### config.mk
export PLATFORM = sky130hd
export DESIGN_NAME = serial_subtractor
export DESIGN_NICKNAME = d
export VERILOG_FILES = /design/src/rtl/serial_sub_pkg.sv /design/src/rtl/serial_subtractor_fs_nand.sv /design/src/rtl/serial_subtractor.sv
export SDC_FILE = /design/constraint.sdc
export NUM_CORES = 1
export LEC_CHECK = 0
export ABC_AREA = 1
export CAP_MARGIN = 20
export CORE_MARGIN = 8
export CORE_UTILIZATION = 45
export CTS_CLUSTER_DIAMETER = 80
export DETAILED_ROUTE_END_ITERATION = 16
export HOLD_SLACK_MARGIN = 0.03
export PLACE_DENSITY = 0.8
export SYNTH_ARGS = -nofsm -noshare
export SYNTH_HDL_FRONTEND = slang
export SYNTH_SLANG_ARGS = --single-unit
export TNS_END_PERCENT = 5
### constraint.sdc
create_clock -name clk -period 1.5 [get_ports clk]
set_input_delay 0.225 -clock clk [delete_from_list [all_inputs] [get_ports clk]]
set_output_delay 0.225 -clock clk [all_outputs]
set_load 0.005 [all_outputs]
### src/rtl/serial_sub_pkg.sv
// Shared definitions for the bit-serial subtractor: FSM state encoding and
// a helper that tells whether the sequencer can take a new operation.
package serial_sub_pkg;

  localparam int STATE_W = 2;

  typedef enum logic [STATE_W-1:0] {
    S_IDLE = 2'd0,
    S_RUN  = 2'd1,
    S_DONE = 2'd2
  } state_t;

  function automatic logic is_ready(input state_t s);
    return (s == S_IDLE) || (s == S_DONE);
  endfunction

endpackage

### src/rtl/serial_subtractor_fs_nand.sv
// One-bit full subtractor built purely from two-input NAND gates:
// diff = a ^ b ^ bin, bout = (~a & b) | (~(a ^ b) & bin).
module fs_nand (
  input  logic a,
  input  logic b,
  input  logic bin,
  output logic diff,
  output logic bout
);

  logic n1, n2, n3, x;
  logic m1, m2, m3;

  // n3 = ~(~a & b) and m3 = ~(~x & bin), so the borrow falls out of one more NAND
  assign n1   = ~(a & b);
  assign n2   = ~(a & n1);
  assign n3   = ~(b & n1);
  assign x    = ~(n2 & n3);
  assign m1   = ~(x & bin);
  assign m2   = ~(x & m1);
  assign m3   = ~(bin & m1);
  assign diff = ~(m2 & m3);
  assign bout = ~(n3 & m3);

endmodule

### src/rtl/serial_subtractor.sv
// Bit-serial WIDTH-bit subtractor: streams operands LSB first through a single
// fs_nand cell, carrying the borrow in a flop between cycles.
//
// state  | meaning
// IDLE   | waiting for start
// RUN    | one bit pair per cycle through the cell (WIDTH cycles)
// DONE   | diff/bout just updated; done pulses; may accept a new start
module serial_subtractor
  import serial_sub_pkg::*;
#(
  parameter int WIDTH = 8
) (
  input  logic             clk,
  input  logic             rst_n,
  input  logic             start,
  input  logic [WIDTH-1:0] a,
  input  logic [WIDTH-1:0] b,
  input  logic             bin,
  output logic             busy,
  output logic             done,
  output logic [WIDTH-1:0] diff,
  output logic             bout
);

  localparam int CNT_W = $clog2(WIDTH);
  localparam logic [CNT_W-1:0] CNT_LAST = CNT_W'(WIDTH - 1);

  state_t           state, state_nxt;
  logic [WIDTH-1:0] sa, sb, acc;
  logic             brw;
  logic [CNT_W-1:0] cnt;
  logic             accept;
  logic             last;
  logic             cell_diff, cell_bout;

  fs_nand u_cell (
    .a    (sa[0]),
    .b    (sb[0]),
    .bin  (brw),
    .diff (cell_diff),
    .bout (cell_bout)
  );

  assign last = (cnt == CNT_LAST);

  always_comb begin
    state_nxt = state;
    accept    = 1'b0;
    busy      = 1'b0;
    done      = 1'b0;
    case (state)
      S_IDLE: begin
        if (start) begin
          accept    = 1'b1;
          state_nxt = S_RUN;
        end
      end
      S_RUN: begin
        busy = 1'b1;
        if (last) state_nxt = S_DONE;
      end
      S_DONE: begin
        done = 1'b1;
        if (start) begin
          accept    = 1'b1;
          state_nxt = S_RUN;
        end else begin
          state_nxt = S_IDLE;
        end
      end
      default: state_nxt = S_IDLE;
    endcase
  end

  always_ff @(posedge clk) begin
    if (!rst_n) begin
      state <= S_IDLE;
      sa    <= '0;
      sb    <= '0;
      acc   <= '0;
      brw   <= 1'b0;
      cnt   <= '0;
      diff  <= '0;
      bout  <= 1'b0;
    end else begin
      state <= state_nxt;
      if (accept && is_ready(state)) begin
        sa  <= a;
        sb  <= b;
        brw <= bin;
        cnt <= '0;
        acc <= '0;
      end else if (state == S_RUN) begin
        sa  <= sa >> 1;
        sb  <= sb >> 1;
        brw <= cell_bout;
        acc <= {cell_diff, acc[WIDTH-1:1]};
        cnt <= cnt + CNT_W'(1);
        // Result registers only move on the final bit so they hold between ops
        if (last) begin
          diff <= {cell_diff, acc[WIDTH-1:1]};
          bout <= cell_bout;
        end
      end
    end
  end

endmodule
==> summary.md <==
- final core utilization: 0.591
- Horiz. Die Dim: 76.7 microns
- Max Fclk: 735 MHz
- area of the core: 3610 sq um
- standard-cell row count: 22
- post-layout total power: 2.21 mW
- most numerous cell types in the synthesized netlist: sky130_fd_sc_hd__nand2_1, sky130_fd_sc_hd__dfxtp_1, sky130_fd_sc_hd__nor2_1
- power per unit of standard cell area: 1040 nW/um^2
- routed via count: 1466
- worst relative slew slack: 0.837
- delay of the slowest cell on the worst path: 510 ps
- count of inserted antenna diode cells: 0
- share of synthesized flip-flops with an asynchronous set or reset: 0
- Post-Synthesis Mean Instance Area: 7.17 sq um
- power spent charging and discharging nets: 0.542 mW
- setup repair after global routing missed its margin: no
- clock edge transition at the registers on the reported setup and hold paths: 70 ps
- Slew Limit Fails: 0
- number of buffers added on ports: 30
- number of different library cells in the post-synthesis netlist: 22
- GRT Util Overall: 0.129
- DRC violation total after the first TritonRoute iteration: 118
- combinational power share: 0.139
- HPWL after DPL: 2570 microns
- number of max-cap violations: 0
- area delta synth->final: 28.8%
- endpoint class of the critical path: output port
- outcome: complete, no violations
- Avg WL per Cell: 11.4 microns
- synthesis warning total: 0
- count of flip-flops with a built-in enable after synthesis: 0
- share of power burned in registers: 0.496
- Hold Vio Cnt, Final: 0
- Internal Pwr Total: 1.66 mW
- fraction of layout cells with a size suffix above 1: 0.111
- total number of clock tree sinks: 38
- total congestion overflow: 0
- finished layout cell area: 2130 sq um
- post-detailed-routing wire length: 3640 microns
- placed standard-cell area: 2010 sq um
- post-synth top area share: 0.460
- Max stage delay cell, worst path: sky130_fd_sc_hd__clkdlybuf4s50_1
- final weighted congestion in routability-driven placement: 0.813
- fraction of the cycle the final worst path needs: 0.907
- Worst Hold Margin: 470 ps
- maximum number of pins on one net before global-route repair: 21
- cell-by-cell listing of the critical path: clkdlybuf4s50_1
- switch share: 0.246
- startpoint type of the worst setup path: register
- share of synthesized area occupied by flip-flops and latches: 0.460
- Worst Path Buf+Inv: 1
- top-level port count: 31
- CTS tree: done
- leakage dissipation: 0.996 nW
- number of optimization iterations in the first detailed-route pass: 4
- post-layout minimum cycle time: 1360 ps
- clk_lat worst skew: 290 ps
- transition time of the tightest slew-check pin: 243 ps
- count of nets left with antenna violations after detail routing: 0
- area of the mapped netlist: 1660 sq um
- via count of the first global-routing pass: 1420
- antenna violations before repair: 0
- Syn Inst Count: 231
- relative contribution of the clock network to total power: 0.365
- number of endpoints failing setup at the final stage: 0
- first-pass GRT wire length: 6320 microns
- cell types occupying the most area after synthesis: sky130_fd_sc_hd__dfxtp_1, sky130_fd_sc_hd__nand2_1, sky130_fd_sc_hd__nor2_1, sky130_fd_sc_hd__inv_1, sky130_fd_sc_hd__nand3_1
- most common flop cell mapped by yosys: sky130_fd_sc_hd__dfxtp_1
- critical path required time: 1270 ps
- clk root buf: sky130_fd_sc_hd__clkbuf_8
- leading cell type by number of instances after synthesis: sky130_fd_sc_hd__nand2_1
- Die H: 76.7 microns
- Crit Path Max Fanout: 2
- Worst path top cell family by delay: buffers and inverters
- Crit Path Category: register to output port
- HP Class: register to register
- arrival time worst endpoint: 1140 ps
- Die Footprint: 5880 sq um
- clock tree skew after final layout: 5.28 ps
- Net count, final: 292
- number of flip-flops and latches in the synthesized netlist: 38
- maximum count of clock buffers along a single path: 2
- total DRC errors in the routed layout: 0
- H-tree level count: 2
- vias per cell: 4.61
- number of buffers created by CTS: 5
- final sum of negative setup slack: 0 ps
- Synthesized Nets: 254
- cell type with the largest total area after synthesis: sky130_fd_sc_hd__dfxtp_1
- effective utilization at floorplan: 0.459
- Peak supply drop: 0.601 mV
-- registers in the layout, summed over array words and instances, names as in the netlist --
name / count
acc: 7
state: 2
brw: 1
bout: 1
diff: 8
sa: 8
sb: 8
cnt: 3
-- per-stage QoR --
stage	setup slack [ps]	std cells
3_3_place_gp	73.9	309
5_1_grt	75.6	318
2_1_floorplan	363	231
4_1_cts	115	318
3_5_place_dp	55.2	309
6_report	139	318
-- power groups by stage --
| stage | Combinational [mW] | Sequential [mW] | Clock [mW] |
|---|---|---|---|
| 6_report | 0.307 | 1.10 | 0.805 |
| 5_1_grt | 0.350 | 1.10 | 0.864 |
| 4_1_cts | 0.308 | 1.09 | 0.831 |
| 3_5_place_dp | 0.299 | 1.12 | 0 |
| 3_3_place_gp | 0.295 | 1.12 | 0 |
| 2_1_floorplan | 0.209 | 1.11 | 0 |
-- cell usage in the layout (no fill, tap or decap), drive strengths merged --
cell	netlist	routed
a21oi	16	16
buf	6	9
clkbuf	2	8
clkdlybuf4s50	0	28
clkinv	1	1
dfxtp	38	38
dlygate4sd2	0	2
fa	1	1
ha	2	2
inv	37	37
nand2	51	51
nand3	18	18
nor2	37	37
o21ai	21	21
xor2	1	1
-- path summary, 6_finish.rpt --
check	start	end	slack (ps)	cells past startpoint
worst max-delay path	diff[7]	diff[7]	140	1
worst min-delay path	acc[1]	acc[1]	470	2
worst max register to register	state[0]	sa[5]	210	8
worst min register to register	acc[1]	acc[1]	470	2
-- kinds of logic (layout without fill, tap and decap cells) --
| group | after synthesis | after routing | synth area share |
|---|---|---|---|
| flops | 38 | 38 | 0.460 |
| buf+inv | 46 | 85 | 0.124 |
| fa+ha+maj | 3 | 3 | 0.0272 |
| simple gates | 106 | 106 | 0.272 |
| xor+xnor | 1 | 1 | 0.00529 |
| compound gates | 37 | 37 | 0.112 |
-- area by class of cell --
class	instances	area, sq um
Clock buffer	8	110
Fill cell	344	1470
Inverter	38	143
Multi-Input combinational cell	147	689
Sequential cell	38	764
Tap cell	48	60.1
Timing Repair Buffer	39	365
-- timing repair --
item / CTS / global route
buffers inserted: 1 / 0
hold buffers: 0 / 0
resized for setup: 5 / 0
setup endpoints to repair: 2 / 0
-- per-layer routing --
metal,track usage,vias to the layer above,routed length (microns)
li1,-,789,-
met1,0.152,643,1720
met2,0.209,27,1670
met3,0.0466,7,195
met4,0.0519,0,51
met5,0,-,0
Note: power is estimated with default switching activity, not from simulation.
